--- src/rtl/fifo_stream_reader.sv ---
// Read-side master for sync_fifo: hides the 1-cycle FIFO read latency behind a 2-entry buffer
// and presents the words as a valid/ready stream. Optional m_tlast framing: define FIFO_RD_TLAST_EN.
module fifo_stream_reader #(
    parameter int unsigned DATA_WIDTH = 8,
    parameter int unsigned PKT_LEN    = 4
) (
    input  logic                  clk,
    input  logic                  rst,
    input  logic                  fifo_empty,
    input  logic [DATA_WIDTH-1:0] fifo_data,
    output logic                  fifo_r_en,
    output logic [DATA_WIDTH-1:0] m_tdata,
    output logic                  m_tvalid,
    input  logic                  m_tready,
`ifdef FIFO_RD_TLAST_EN
    output logic                  m_tlast,
`endif
    output logic [15:0]           xfer_count
);

    localparam int unsigned CNT_W    = 16;
    localparam int unsigned CREDIT_W = 3;

    if (PKT_LEN == 0) begin : g_pkt_len_chk
        $error("fifo_stream_reader: PKT_LEN must be >= 1");
    end

    // State encoding doubles as the buffer occupancy.
    typedef enum logic [1:0] {
        ST_EMPTY = 2'd0,
        ST_ONE   = 2'd1,
        ST_FULL  = 2'd2
    } state_t;

    state_t                  state_q;
    state_t                  state_d;
    logic                    inflight_q;
    logic [DATA_WIDTH-1:0]   skid_q;
    logic                    pop;
    logic                    capture;
    logic                    load_out;
    logic                    load_skid;
    logic                    out_from_skid;
    logic [CREDIT_W-1:0]     credit;

    assign pop     = m_tvalid & m_tready;
    assign capture = inflight_q;

    // State register.
    always_ff @(posedge clk or negedge rst) begin
        if (!rst) begin
            state_q <= ST_EMPTY;
        end else begin
            state_q <= state_d;
        end
    end

    // Next-state logic on buffer occupancy.
    always_comb begin
        state_d = state_q;
        case (state_q)
            ST_EMPTY: begin
                if (capture) begin
                    state_d = ST_ONE;
                end
            end
            ST_ONE: begin
                if (capture && !pop) begin
                    state_d = ST_FULL;
                end else if (pop && !capture) begin
                    state_d = ST_EMPTY;
                end
            end
            ST_FULL: begin
                if (pop) begin
                    state_d = ST_ONE;
                end
            end
            default: state_d = ST_EMPTY;
        endcase
    end

    // Buffer write steering and read credit; a capture while FULL is excluded by the credit rule.
    always_comb begin
        load_out      = 1'b0;
        load_skid     = 1'b0;
        out_from_skid = 1'b0;
        case (state_q)
            ST_EMPTY: load_out = capture;
            ST_ONE: begin
                if (capture && pop) begin
                    load_out = 1'b1;
                end else if (capture) begin
                    load_skid = 1'b1;
                end
            end
            ST_FULL: begin
                if (pop) begin
                    load_out      = 1'b1;
                    out_from_skid = 1'b1;
                end
            end
            default: ;
        endcase
        credit    = CREDIT_W'(state_q) + CREDIT_W'(inflight_q) - CREDIT_W'(pop);
        fifo_r_en = rst & ~fifo_empty & (credit < CREDIT_W'(2));
    end

    // Datapath and stream outputs; a word in flight at reset is dropped with inflight_q.
    always_ff @(posedge clk or negedge rst) begin
        if (!rst) begin
            inflight_q <= 1'b0;
            skid_q     <= '0;
            m_tdata    <= '0;
            m_tvalid   <= 1'b0;
            xfer_count <= '0;
        end else begin
            inflight_q <= fifo_r_en;
            if (load_skid) begin
                skid_q <= fifo_data;
            end
            if (load_out) begin
                m_tdata <= out_from_skid ? skid_q : fifo_data;
            end
            m_tvalid <= (state_d != ST_EMPTY);
            if (pop) begin
                xfer_count <= xfer_count + CNT_W'(1);
            end
        end
    end

`ifdef FIFO_RD_TLAST_EN
    localparam int unsigned BEAT_W = (PKT_LEN > 1) ? $clog2(PKT_LEN) : 1;
    localparam logic [BEAT_W-1:0] BEAT_LAST = BEAT_W'(PKT_LEN - 1);

    logic [BEAT_W-1:0] beat_q;
    logic [BEAT_W-1:0] beat_d;

    always_comb begin
        beat_d = beat_q;
        if (pop) begin
            beat_d = (beat_q == BEAT_LAST) ? '0 : beat_q + BEAT_W'(1);
        end
    end

    // Beat position within the packet; m_tlast tracks the beat now on the output.
    always_ff @(posedge clk or negedge rst) begin
        if (!rst) begin
            beat_q  <= '0;
            m_tlast <= 1'b0;
        end else begin
            beat_q  <= beat_d;
            m_tlast <= (state_d != ST_EMPTY) && (beat_d == BEAT_LAST);
        end
    end
`endif

endmodule

--- config.mk ---
export PLATFORM = sky130hd
export DESIGN_NAME = fifo_stream_reader
export DESIGN_NICKNAME = d
export VERILOG_FILES = /design/src/rtl/fifo_stream_reader.sv
export SDC_FILE = /design/constraint.sdc
export NUM_CORES = 1
export LEC_CHECK = 0
export ABC_AREA = 1
export CAP_MARGIN = 20
export CORE_ASPECT_RATIO = 0.9
export CORE_MARGIN = 1.5
export CORE_UTILIZATION = 50
export DETAILED_ROUTE_END_ITERATION = 6
export PLACE_DENSITY = 0.79
export SYNTH_ARGS = -nofsm -noshare
export SYNTH_HDL_FRONTEND = slang
export SYNTH_SLANG_ARGS = --single-unit
--- constraint.sdc ---
create_clock -name clk -period 3.3 [get_ports clk]
set_clock_uncertainty 0.15 [all_clocks]
set_input_delay 0.825 -clock clk [delete_from_list [all_inputs] [get_ports clk]]
set_output_delay 0.825 -clock clk [all_outputs]
set_load 0.02 [all_outputs]
Word level (Yosys, flattened, before mapping)
Cells that the tools add are included.

word-level totals
  latch bits = 0
  logic and storage cells = 36
  memory bits (writable) = 0
  flip-flop bits (word level) = 36
  ROM bits = 0
  output and inout bits = 26
  input port bits = 12
  memories = 0

cells by class
  muxes and demuxes = 13
  div/mod/pow operators = 0
  multiply operators = 0
  reductions and logical operators = 7
  add/subtract/negate cells = 3
  eq/ne operators = 2
  bitwise operators = 4
  magnitude comparators = 1
  shift-type cells = 0

operator list
  cell                                                                   number
  16-bit by 1-bit adder with 16-bit output, second input constant        1
  2-bit two-way mux                                                      4
  8-bit two-way mux                                                      1
  1-bit two-way mux                                                      6
  2-bit case mux with 3 select lines                                     1
  2-bit by 1-bit adder with 3-bit output                                 1
  1-bit bitwise AND                                                      3
  1-bit logical AND                                                      3
  3-bit by 2-bit < comparator with 1-bit output, second input constant   1
  1-bit case mux with 3 select lines                                     1
  3-bit by 1-bit subtractor with 3-bit output                            1
  2-bit by 1-bit equality test with 1-bit output, second input constant  1
  2-bit equality test, second input constant                             1
  1-bit logical NOT                                                      2
  2-bit logical NOT                                                      1
  2-bit nonzero test                                                     1
  1-bit NOT                                                              1

Longest topological paths before layout
  word-level depth = 6
  mapped depth = 8
  depth with buffers taken out = 8

Worst setup path after synthesis
OpenSTA, ideal clock, no wires.

  kind = in2out
  start point = input port m_tready
  end point = output port fifo_r_en
  arrival = 2.392 ns
  slack = -0.067 ns
  path buffers = 0
  required time = 2.325 ns
  cell stages on the path = 8
  cells stage by stage = nand2_2 -> inv_1 -> nand2_1 -> inv_1 -> o21ai_0 -> fa_1 -> nand2_1 -> nor3_1

between the ends
  word-level cells in the longest chain between the ends = 4

ends and longest elaborated chain
  what                                           line  RTL
  from (decl)                                    14    input logic m_tready,
  1-bit bitwise AND                              46    assign pop = m_tvalid & m_tready;
  3-bit by 1-bit subtractor with 3-bit output    105   credit = CREDIT_W'(state_q) + CREDIT_W'(inflight_q) - CREDIT_W'(pop);
  3-bit by 2-bit < comparator with 1-bit output  106   fifo_r_en = rst & ~fifo_empty & (credit < CREDIT_W'(2));
  1-bit bitwise AND                              106
  to (decl)                                      11    output logic fifo_r_en,

No other way between the ends.

Worst setup path in the final report
Ends and elaborated chain as after synthesis.

==> impl_metrics.yaml <==
run_status:
  status: "complete, no violations"
worst_hold_path:
  holdPathStages: 2
  hp-class: "reg -> reg"
  worstHoldStart: "xfer_count[15]$_DFFE_PN0P_"
  hold_end: "xfer_count[15]$_DFFE_PN0P_"
final_layout:
  n_antenna_cell: 0
  utilization_pct: 69.5
  layout-drive-gt1-share_pct: 12.8
  nets: 272
  area_growth_pct: 33.9
  instances_no_fill: 301
sta:
  tightestPinTransition_ns: 0.512
  slew_violations: 0
  rsz0062_at_grt: "false"
  max_freq_mhz: 312
  setup_viol: 0
  period_minus_slack_ns: 3.20
  fin_crit_sh_pct: 97.1
  hold_slack_ns: 0.348
  fin_ws_ns: 0.0952
  slew_headroom_pct: 65.8
  hold_viol: 0
clocking:
  htreeDepth: 2
  path_clk_slew_ns: 0.06
  cts_hold_buf: 0
  cts_tree: "done"
  clock_latency_ns: 0.29
  cts_buffers: 5
  clockBufferDepth: 2
  ctsRootBufferMaster: "clkbuf_8"
  numClockSinks: 36
power:
  p_comb_share_pct: 39.9
  ir_worst_vdd_uv: 482
  pwr-share-seq_pct: 40.4
  p_int_mw: 1.09
  p_per_area_nw_per_um2: 734
  switchingPower_mw: 0.622
  p_leak_nw: 1.14
  sw_frac_of_total_pct: 36.3
  clockPowerShare_pct: 19.7
yosys:
  synth-warning-count: 0
  ys_seq_area_share_pct: 51.8
  muxShareOfSynthArea_pct: 0
  ys_types: 24
  yosys.area_share.adder_pct: 2.59
  synthSimpleGateAreaFrac_pct: 27.9
  synth.avg_cell_area_um2: 8.53
  synthXorXnorAreaFrac_pct: 6.04
  synthCells: 204
  synth_compound_area_share_pct: 5.18
  synth_top_family_by_area: "simple AND/OR/NAND/NOR gates"
  syn_nets: 219
  ys_ff_latch: 36
  syn_area_um2: 1740
route:
  vias: 1492
  antenna_left: 0
  drtIter0Drc: 60
  drc: 0
  dr.pass1.iters: 4
  finalWirelength_um: 3570
  avgViaCountPerCell: 4.96
  wire_per_inst_um: 11.9
floorplan:
  row_count: 20
  dieArea_um2: 3840
  ioPinCount: 38
  die_h_um: 59.0
  fp.coreArea_um2: 3350
  initial_core_util_pct: 51.9
  die_x_um: 65.2
critical_path:
  endpoint_kind: "primary output"
  critical_path_class: "in -> out"
  r2r_slack_ns: 1.02
  worstSetupStartpointType: "input port"
  crit_fanout: 3
  crit_required_ns: 2.32
  r2r_end: "capture$_DFF_PN0_"
  arrival_ns: 2.23
  crit-reg2reg-launch: "m_tvalid$_DFF_PN0_"
  r2r_cells: 13
global_route:
  overflow: 0
  grt_pass1_vias: 1373
  antenna_found_initial: 0
  grt_pass1_wl_um: 6070
  grt_max_degree: 37
  grt_usage_pct: 21.4
place:
  dp_cells: 289
  dpl_worst_slack_ns: -0.787
  dp_hpwl_um: 2570
  place_congestion: 0.829
  io_buffers: 37
flow_run:
  drv_cap: 0
-- area by class of cell --
cell class | count | area, um^2
clock buffers | 7 | 96.3
fillers | 275 | 1020
inverters | 24 | 95.1
multi-input cells | 142 | 737
flip-flops and latches | 36 | 901
well taps | 44 | 55.1
repair buffers | 48 | 445
-- per-layer routing --
| layer | vias to the layer above | routed length [um] | track usage [%] |
|---|---|---|---|
| met5 | - | 0 | 0 |
| met4 | 0 | 61 | 8.04 |
| met3 | 8 | 177 | 7.03 |
| met2 | 39 | 1740 | 36.3 |
| met1 | 697 | 1600 | 25.8 |
| li1 | 748 | - | - |
-- worst max path at each step --
stage          startpoint         to  slack [ns]  cells after the start
2_1_floorplan    m_tready  fifo_r_en        0.11                      8
3_3_place_gp     m_tready  fifo_r_en       -0.70                     10
3_5_place_dp     m_tready  fifo_r_en       -0.79                     10
4_1_cts          m_tready  fifo_r_en        0.09                     10
5_1_grt          m_tready  fifo_r_en       0.008                      9
6_report         m_tready  fifo_r_en         0.1                     10
-- power groups by stage --
stage                     clock network [mW]  registers [mW]  logic, mW
after floorplan                            0           0.777      0.281
after global placement                     0           0.694      0.633
after detailed placement                   0           0.698      0.650
after CTS                              0.343           0.692      0.684
after global routing                   0.365           0.707      0.756
final                                  0.336           0.691      0.683
-- per-stage QoR --
stage                     total power [mW]  cell area, um^2  TNS, ns
after CTS                             1.72             2330        0
after floorplan                       1.06             1750        0
after global placement                1.33             2200   -0.699
after detailed placement              1.35             2200   -0.787
final                                 1.71             2330        0
after global routing                  1.83             2330        0
-- sequential cells by signal, summed over array words and instances, names as in the netlist --
signal and cells:
capture 1, xfer_count 16, state_q 2, m_tvalid 1, m_tdata 8, skid_q 8
-- timing repair --
action | in CTS | in global routing
setup endpoints to repair | 1 | 1
gates resized for setup | 14 | 0
setup buffers | 5 | 0
endpoints found under the hold margin | 0 | 0
pin swaps | 4 | 1
-- logic make-up after synthesis --
logic type                 Yosys count
and+or+nand+nor                    109
DFF                                 36
buffers and inverters               26
AOI/OAI and AO/OA                   18
xor gates and xnor gates            12
adders and majority gates            3
-- synthesized netlist by cell type --
cell       n  share of area, %
nor3_1     4               1.2
ha_1       2               1.4
o21ai_0   10               2.9
nor2_4     1              0.65
xnor2_1    4               2.0
and2_1     1              0.36
buf_6      1              0.65
nand2_4    1              0.65
o21ai_1    8               2.3
fa_1       1               1.2
nand2_1   57                12
nand3_1   14               4.0
dfrtp_1   36                52
nand4_1    5               1.8
buf_4      1              0.43
nand2_2    2              0.72
nand3b_1   1              0.43
nor2_2     1              0.36
xor2_1     8               4.0
nor2_1    21               4.5
inv_1     22               4.7
nor3_4     1              0.93
inv_6      1              0.50
inv_2      1              0.22
-- cell usage in the layout, fill, tap and decap left out, types with 2 or more instances in the layout --
cell	instances
buf_4	12
clkbuf_8	7
clkdlybuf4s50_1	35
dfrtp_1	36
ha_1	2
inv_1	20
inv_2	3
nand2_1	56
nand2_2	3
nand3_1	14
nand4_1	5
nor2_1	21
nor3_1	3
o21ai_0	9
o21ai_1	8
xnor2_1	4
xor2_1	8
-- critical path: stages --
cell	delay, ns
buf_2	0.11
nand2_2	0.09
inv_2	0.05
nand2_2	0.06
inv_2	0.04
buf_4	0.13
fa_1	0.49
nand2_1	0.08
nor3_2	0.19
buf_4	0.17
Note: power is estimated with default switching activity, not from simulation.
